--- config.mk ---
export PLATFORM = sky130hd
export DESIGN_NAME = clk_freq_meter
export DESIGN_NICKNAME = d
export VERILOG_FILES = /design/src/rtl/clk_freq_meter.sv
export SDC_FILE = /design/constraint.sdc
export NUM_CORES = 1
export LEC_CHECK = 0
export CAP_MARGIN = 30
export CELL_PAD_IN_SITES_DETAIL_PLACEMENT = 0
export CELL_PAD_IN_SITES_GLOBAL_PLACEMENT = 1
export CORE_MARGIN = 1
export CORE_UTILIZATION = 37
export DETAILED_ROUTE_END_ITERATION = 6
export HOLD_SLACK_MARGIN = 0.1
export PLACE_DENSITY = 0.8
export SLEW_MARGIN = 30
export SYNTH_ARGS = -nofsm -noshare
export SYNTH_HDL_FRONTEND = slang
export SYNTH_SLANG_ARGS = --single-unit
export TNS_END_PERCENT = 5
--- constraint.sdc ---
create_clock -name clk_i -period 2.8 [get_ports clk_i]
set_input_delay 0.56 -clock clk_i [delete_from_list [all_inputs] [get_ports clk_i]]
set_output_delay 0.56 -clock clk_i [all_outputs]
set_load 0.01 [all_outputs]
--- src/rtl/clk_freq_meter.sv ---
// Counts rising edges (and, with CLK_FREQ_METER_DUTY_EN, high time) of meas_clk_i over a window of clk_i cycles.
// Latency: win_q cycles after the aligning edge. Results are held in DONE until res_ready_i; no new start is accepted meanwhile.
module clk_freq_meter #(
  parameter int WIN_WIDTH   = 16,
  parameter int CNT_WIDTH   = 16,
  parameter int SYNC_STAGES = 2
) (
  input  logic                 clk_i,
  input  logic                 rst_i,
  input  logic                 meas_clk_i,
  input  logic [WIN_WIDTH-1:0] win_i,
  input  logic                 start_valid_i,
  output logic                 start_ready_o,
  output logic                 res_valid_o,
  input  logic                 res_ready_i,
  output logic [CNT_WIDTH-1:0] res_edge_o,
  output logic [WIN_WIDTH-1:0] res_high_o,
  output logic                 res_ovf_o,
  output logic                 res_tmo_o,
  output logic                 busy_o
);

  typedef enum logic [1:0] {IDLE, ARM, MEAS, DONE} state_t;

  state_t                 state_q, state_d;
  logic [SYNC_STAGES-1:0] sync_q;
  logic                   prev_q;
  logic                   meas_lvl, rise;
  logic [WIN_WIDTH-1:0]   win_q, cnt_q;
  logic [CNT_WIDTH-1:0]   edge_q, edge_nxt, res_edge_q;
  logic                   ovf_q, ovf_nxt, res_ovf_q, res_tmo_q;
  logic                   start_hs, last_win, edge_inc, edge_sat;

  always_ff @(posedge clk_i) begin
    if (rst_i) begin
      sync_q <= '0;
      prev_q <= 1'b0;
    end else begin
      sync_q <= {sync_q[SYNC_STAGES-2:0], meas_clk_i};
      prev_q <= sync_q[SYNC_STAGES-1];
    end
  end

  assign meas_lvl = sync_q[SYNC_STAGES-1];
  assign rise     = meas_lvl & ~prev_q;

  assign start_hs = start_valid_i && (state_q == IDLE);
  assign last_win = (state_q == MEAS) && (cnt_q == win_q - 1'b1);
  assign edge_inc = (state_q == MEAS) && rise;
  assign edge_sat = &edge_q;
  assign edge_nxt = (edge_inc && !edge_sat) ? edge_q + 1'b1 : edge_q;
  assign ovf_nxt  = ovf_q | (edge_inc & edge_sat);

  always_comb begin
    state_d = state_q;
    case (state_q)
      IDLE: if (start_valid_i) state_d = (win_i == '0) ? DONE : ARM;
      ARM: begin
        // The aligning edge wins over a timeout landing in the same cycle.
        if (rise)                state_d = MEAS;
        else if (cnt_q == win_q) state_d = DONE;
      end
      MEAS: if (last_win) state_d = DONE;
      DONE: if (res_ready_i) state_d = IDLE;
      default: state_d = IDLE;
    endcase
  end

  always_ff @(posedge clk_i) begin
    if (rst_i) begin
      state_q    <= IDLE;
      win_q      <= '0;
      cnt_q      <= '0;
      edge_q     <= '0;
      ovf_q      <= 1'b0;
      res_edge_q <= '0;
      res_ovf_q  <= 1'b0;
      res_tmo_q  <= 1'b0;
    end else begin
      state_q <= state_d;
      case (state_q)
        IDLE: if (start_hs) begin
          win_q      <= win_i;
          cnt_q      <= '0;
          edge_q     <= '0;
          ovf_q      <= 1'b0;
          res_edge_q <= '0;
          res_ovf_q  <= 1'b0;
          res_tmo_q  <= 1'b0;
        end
        ARM: begin
          if (rise)                cnt_q     <= '0;
          else if (cnt_q == win_q) res_tmo_q <= 1'b1;
          else                     cnt_q     <= cnt_q + 1'b1;
        end
        MEAS: begin
          cnt_q  <= cnt_q + 1'b1;
          edge_q <= edge_nxt;
          ovf_q  <= ovf_nxt;
          if (last_win) begin
            res_edge_q <= edge_nxt;
            res_ovf_q  <= ovf_nxt;
          end
        end
        default: ;
      endcase
    end
  end

`ifdef CLK_FREQ_METER_DUTY_EN
  logic [WIN_WIDTH-1:0] high_q, high_nxt, res_high_q;

  assign high_nxt = high_q + WIN_WIDTH'(meas_lvl);

  always_ff @(posedge clk_i) begin
    if (rst_i) begin
      high_q     <= '0;
      res_high_q <= '0;
    end else if (start_hs) begin
      high_q     <= '0;
      res_high_q <= '0;
    end else if (state_q == MEAS) begin
      high_q <= high_nxt;
      if (last_win) res_high_q <= high_nxt;
    end
  end

  assign res_high_o = res_high_q;
`else
  assign res_high_o = '0;
`endif

  assign start_ready_o = (state_q == IDLE);
  assign res_valid_o   = (state_q == DONE);
  assign busy_o        = (state_q != IDLE);
  assign res_edge_o    = res_edge_q;
  assign res_ovf_o     = res_ovf_q;
  assign res_tmo_o     = res_tmo_q;

endmodule

==> impl_metrics.csv <==
group,metric,value,unit
power_and_ir_drop,p_sw,1047,µW
sta,finClkSkew,11.74,ps
detailed_routing,drc,0,
worst_setup_path,r2r_cells,8,
layout,antennaDiodeCount,0,
layout,fin_util,46.26,%
global_route,grt_util_all_layers,19.46,%
floorplan,io-pin-count,58,
yosys,ys_seq_area_share,36.64,%
detailed_routing,ant_nets,0,
power_and_ir_drop,finalPower,2876,µW
worst_setup_path,critPathTopFamily,"simple AND/OR/NAND/NOR gates",
global_route,grt_max_degree,26,
worst_setup_path,reg2reg_slack,-120,ps
layout,area_growth,21.41,%
run_status,violations,"negative setup slack",
place,place_inst,663,
sta,setup_viol,11,
floorplan,initial_core_util,38.10,%
floorplan,die_area,11050,µm²
worst_setup_path,crit_path_frequent_cell,"or4_4",
sta,hold_viol,0,
worst_hold_path,hold_start,"sync_q[0]",
detailed_routing,vias,3564,
worst_setup_path,worst_r2r_endpoint,"state_q[1]",
layout,fill_cells,1039,
yosys,synth_flop_cell,"dfxtp_1",
sta,final_max_slew_viol_count,0,
yosys,synth_xor_xnor_area_share,10.91,%
layout,final_cells,680,
worst_setup_path,crit_chain,"or4_4 -> buf_6 -> nor3_4 -> mux2i_1 -> a211o_1 -> or4_4 -> a2111oi_4 -> mux2_4",
floorplan,die_x,105.1,µm
clocking,htree_levels,3,
yosys,synth-compound-area-share,16.95,%
layout,mostFrequentLayoutCell,"dfxtp_1",
power_and_ir_drop,switching_share,36.42,%
floorplan,core,10320,µm²
global_route,grt_pass1_wl,16890,µm
detailed_routing,via_per_inst,5.241,
job,maxCapViolCount,0,
worst_setup_path,critPathSlowestCell,"or4_4",
sta,max_slew.worst_pin.slew,592.4,ps
clocking,cts_sinks,72,
sta,slew_headroom,60.47,%
detailed_routing,detail_route.wl_per_cell,15.24,µm
worst_setup_path,crit_arrival,3170,ps
worst_setup_path,crit_path_max_incr_delay,570,ps
yosys,synth_cell_types,59,
clocking,ctsHoldBuffers,0,
yosys,yosysWarnings,0,
yosys,syn_inst,481,
layout,drive_gt1_share,11.03,%
sta,finalCritPeriodShare,104.2,%
clocking,root_buffer,"clkbuf_8",
floorplan,num_rows,37,
detailed_routing,first_pass_iters,5,
sta,min_period,2918,ps
power_and_ir_drop,p_int,1828,µW
power_and_ir_drop,power.density,602.1,nW/µm²
power_and_ir_drop,power_frac_clock,26.0,%
power_and_ir_drop,p_seq_share,39.5,%
run_status,status,"finished, violations left",
worst_setup_path,start_kind,"register",
yosys,async_reset_ff_share,0,%
global_route,grt_pass1_vias,3525,
yosys,synth_simple_gate_area_share,24.87,%
clocking,clkLatencyLatePin,360,ps
clocking,clkSlewWorstSetupHoldPaths,80,ps
global_route,gr-total-overflow,0,
place,post-dp-hpwl,7644,µm
global_route,antenna_found_initial,0,
worst_hold_path,hp-class,"register to register",
power_and_ir_drop,combPwrFrac,34.4,%
worst_setup_path,critPathKind,"register to register",
yosys,synth_area,3934,µm²
power_and_ir_drop,peakVddDrop,0.3886,mV
yosys,syn_avg_cell_area,8.178,µm²
layout,fin_nets,567,
worst_setup_path,worstReg2RegStart,"win_q[1]",
yosys,synth.area.mux_share,1.431,%
clocking,cts_made_buffers,9,
yosys,synth_top_family_by_area,"simple AND/OR/NAND/NOR gates",
place,port_buffers,41,
worst_hold_path,whs_endpoint,"sync_q[1]",
detailed_routing,drt-total-wl,10360,µm
layout,mostFrequentLayoutCells,"70 x dfxtp_1, 64 x nand2_1, 43 x nor2_1",
detailed_routing,drtIter0Drc,131,
yosys,ys_ff_latch,72,
worst_setup_path,crit_buf_inv,1,
clocking,cts_tree,"built",
sta,fin_setup_tns,-374.2,ps
yosys,synth_edf_count,0,
sta,fmax,342.6,MHz
worst_hold_path,hold_depth,1,
yosys,synthAdderAreaFrac,2.226,%
clocking,clock_path_buffers,2,
sta,rsz0062_at_grt,"yes",
worst_setup_path,required,3050,ps
sta,layout_setup_ws,-118.5,ps
worst_setup_path,crit_path_end_kind,"register",
power_and_ir_drop,leakagePower,0.001763,µW
place,globalplace.congestion,0.8261,
worst_setup_path,critPathMaxFanout,4,
floorplan,fp.dieH,105.1,µm
cell usage after synthesis (2+ instances only):
cell type,count,share of area [%]
o2111ai_1,2,0.45
nand3b_1,2,0.38
nor3_1,18,2.3
o2bb2ai_1,13,2.9
or3_1,4,0.64
a21o_1,3,0.57
buf_4,16,3.1
mux2i_1,3,0.76
a211oi_1,3,0.57
and2_1,2,0.32
xor2_1,30,6.7
nor2_1,43,4.1
dfxtp_1,72,37
o21a_1,2,0.38
a22oi_1,3,0.57
nand2_1,64,6.1
o21ai_0,4,0.51
nand4_1,16,2.5
and3_1,6,0.95
nor2b_1,5,0.80
a21oi_1,38,4.8
buf_6,2,0.57
ha_1,7,2.2
nand3_1,12,1.5
buf_2,3,0.38
a31oi_1,8,1.3
clkbuf_1,18,1.7
nor4_1,10,1.6
a221oi_1,3,0.67
and4_1,5,1.1
a31o_2,2,0.45
inv_1,11,1.0
xnor2_1,19,4.2
or4_1,2,0.38
a311oi_1,2,0.45
nand2b_1,5,0.80
cell type report:
class	instances	area (µm²)	area share, %
Clock buffer	10	127.6	2.672
Clock inverter	6	45.04	0.9431
Inverter	11	41.29	0.8646
Multi-Input combinational cell	373	2301	48.18
Sequential cell	72	1444	30.23
Tap cell	136	170.2	3.563
Timing Repair Buffer	72	646.9	13.54
power by group through the flow:
stage	sequential [µW]	combinational (µW)	clock, µW
global placement	1160	955	0
global route	1140	1080	822
finish	1140	990	749
floorplan	1160	652	0
detailed placement	1160	962	0
CTS	1140	966	776
flip-flops by register name, summed over array words and instances, names as in the netlist:
name and flops:
cnt_q 16, edge_q 16, res_edge_o 16, win_q 16
state_q 2, sync_q 2, ovf_q 1, prev_q 1
res_ovf_o 1, res_tmo_o 1
per-layer routing:
metal  track usage [%]  part of all wire (%)  vias up
met3             5.677                   3.9       14
met5                 0                     0        -
met4             6.036                   1.3        0
met2             33.40                    48       83
li1                  -                     -     1793
met1             23.31                    47     1674
kinds of logic after synthesis:
family	after synthesis
AND/OR/NAND/NOR	200
other	1
buffers and inverters	51
AO/OA/AOI/OAI	96
flip-flops	72
adder cells (fa/ha/maj)	7
XOR/XNOR	49
multiplexers	5
through the flow:
| stage | cell area (µm²) | setup WS [ps] | hold slack, ps |
|---|---|---|---|
| 6_report | 4776 | -118.5 | 445.2 |
| 3_5_place_dp | 4572 | -89.07 | 434.5 |
| 2_1_floorplan | 4001 | -62.72 | 413.8 |
| 4_1_cts | 4745 | -106.3 | 446.8 |
| 3_3_place_gp | 4572 | -48.54 | 430.2 |
| 5_1_grt | 4776 | -183.1 | 467.1 |
what timing repair did:
item                                    CTS  global route
endpoints found under the setup margin    9            17
pin swaps                                 0             4
resized for setup                         0             7
endpoints found under the hold margin     0             0
setup buffers                             0             1
gates cloned                              0             0
worst max-delay path by stage:
stage,startpoint,to,slack [ps],cells after the start
2_1_floorplan,win_q[0],state_q[1],-60,8
3_3_place_gp,win_q[0],state_q[1],-50,7
3_5_place_dp,win_q[0],state_q[1],-90,7
4_1_cts,win_q[0],state_q[1],-110,7
5_1_grt,win_q[1],state_q[1],-180,8
6_report,win_q[1],state_q[1],-120,8
Note: power is estimated with default switching activity, not from simulation.
==> RTL edit, RTL diff (same flow settings) <==
Add a define of `CLK_FREQ_METER_DUTY_EN`.
--- a/src/rtl/clk_freq_meter.sv
+++ b/src/rtl/clk_freq_meter.sv
@@ -1,5 +1,7 @@
 // Counts rising edges (and, with CLK_FREQ_METER_DUTY_EN, high time) of meas_clk_i over a window of clk_i cycles.
 // Latency: win_q cycles after the aligning edge. Results are held in DONE until res_ready_i; no new start is accepted meanwhile.
+`define CLK_FREQ_METER_DUTY_EN
+
 module clk_freq_meter #(
   parameter int WIN_WIDTH   = 16,
   parameter int CNT_WIDTH   = 16,
Function: changed (a bounded check fails within 10 cycles, from zero or initial values and one cycle with rst_i high).
==> RTL edit against the unedited design <==
Via count increased by 28%. Final cell count increased by 30%. Sequential cell count increased by 32. Fmax increased by 9.7%. Total power increased by 57%. Critical path depth increased by 2. Wire length increased by 28%. Count of clock-buffer cells in the layout increased by 1. Setup slack improved by 0.26 ns. Synthesized area increased by 34%. Cell area increased by 37%. Largest power group unchanged. Highest routed layer unchanged.
==> RTL edit: results <==
group,metric,value,unit
status,status,"completed",
route,first_pass_iters,4,
power_and_ir_drop,ir_drop,0.311,mV
timing,worst_slew_pin_slew,0.543,ns
logic_synthesis,seq_area_frac_synth,39.4,%
global_route,grt_pass1_wl,21600,um
timing,holdWs,0.438,ns
logic_synthesis,ys_types,52,
logic_synthesis,synthAdderAreaFrac,2.13,%
place,dpl_cell_area,6210,um^2
route,routed_wirelength,13300,um
setup_path,rr_endpoint,"res_edge_o[10]$_SDFFE_PP0P_",
route,dr.first_iter.drc_count,234,
logic_synthesis,synth_cells,627,
global_route,grt_pass1_vias,4526,
final_layout,layout.nets,729,
setup_path,r2r-start,"win_q[0]$_SDFFE_PP0P_",
setup_path,critPathMaxFanout,5,
route,num_vias,4576,
logic_synthesis,synthTopCellsByArea,"dfxtp_1 39%, xnor2_1 6.6%, xor2_1 6.6%",
route,wl_met1,6340,um
place,dp_worst_setup_slack,0.0179,ns
route,dr_wl_met2,6190,um
route,viasPerCell,5.18,
logic_synthesis,synth_mux_area_share,4.76,%
setup_path,reg2reg_depth,10,
logic_synthesis,yosysWarnings,0,
global_route,grt_max_degree,33,
logic_synthesis,synth_xor_area_share,13.3,%
setup_path,cp_slowest_stage_delay,0.60,ns
logic_synthesis,synth_common_cells,"104 x dfxtp_1, 88 x nor2_1, 70 x nand2_1",
route,routed-wl-met3,459,um
setup_path,cp.arrival,2.97,ns
setup_path,reg2reg_slack,0.14,ns
place,dp_hpwl,9780,um
global_route,antenna_found_initial,0,
final_layout,drive_gt1_share,10.5,%
place,gp_congestion,0.867,
clock_network,cts-root-buf,"clkbuf_16",
logic_synthesis,synth_compound_area_share,10.9,%
power_and_ir_drop,power.leakage,2.37,nW
place,io_buffers,57,
clock_network,clkTransAtPathRegs,0.07,ns
timing,skew,0.00819,ns
global_route,grt_use_total,19.0,%
place,dp.cells,866,
## RTL edit: cell count changes after synthesis, moves of 10 or more
cell       delta
nor2_1       +45
xor2_1       +10
dfxtp_1      +32
buf_4        -14
xnor2_1      +21
mux2i_1      +21
o2bb2ai_1    -11
## RTL edit: timing repair
item	4_1_cts	5_1_grt
resized for setup	1	8
endpoints found under the setup margin	8	30
setup buffers	0	2
pin swaps	0	4
## RTL edit: worst max-delay path by stage
stage / end / slack, ns / cells past startpoint / startpoint
4_1_cts: res_edge_o[0]$_SDFFE_PP0P_ / 0.02 / 8 / win_q[4]$_SDFFE_PP0P_
6_report: res_edge_o[10]$_SDFFE_PP0P_ / 0.14 / 10 / win_q[0]$_SDFFE_PP0P_
5_1_grt: res_ovf_o$_SDFFE_PP0P_ / -0.001 / 11 / win_q[1]$_SDFFE_PP0P_
3_3_place_gp: res_edge_o[10]$_SDFFE_PP0P_ / 0.13 / 8 / win_q[4]$_SDFFE_PP0P_
2_1_floorplan: res_high_o[10]$_SDFFE_PP0P_ / 0.13 / 10 / win_q[2]$_SDFFE_PP0P_
3_5_place_dp: res_edge_o[5]$_SDFFE_PP0P_ / 0.02 / 8 / win_q[4]$_SDFFE_PP0P_
## RTL edit: cell type report
class / instances / area [um^2]
clock buffers: 11 / 253
clock inverters: 5 / 40.0
fillers: 1375 / 7330
inverters: 13 / 48.8
multi-input cells: 475 / 3030
flip-flops and latches: 104 / 2080
well taps: 180 / 225
repair buffers: 96 / 875
## RTL edit: metal layers
metal	vias up	global-route usage, %
met2	93	31.6
li1	2300	-
met1	2165	24.0
met4	0	8.64
met5	-	0
met3	18	3.10
## RTL edit: report_power, final
part           internal [mW]  total, mW  leakage, nW  switching [mW]
clock network          0.656       1.24        0.134           0.587
logic                  0.674       1.61         1.39           0.936
registers               1.57       1.67        0.842          0.0999
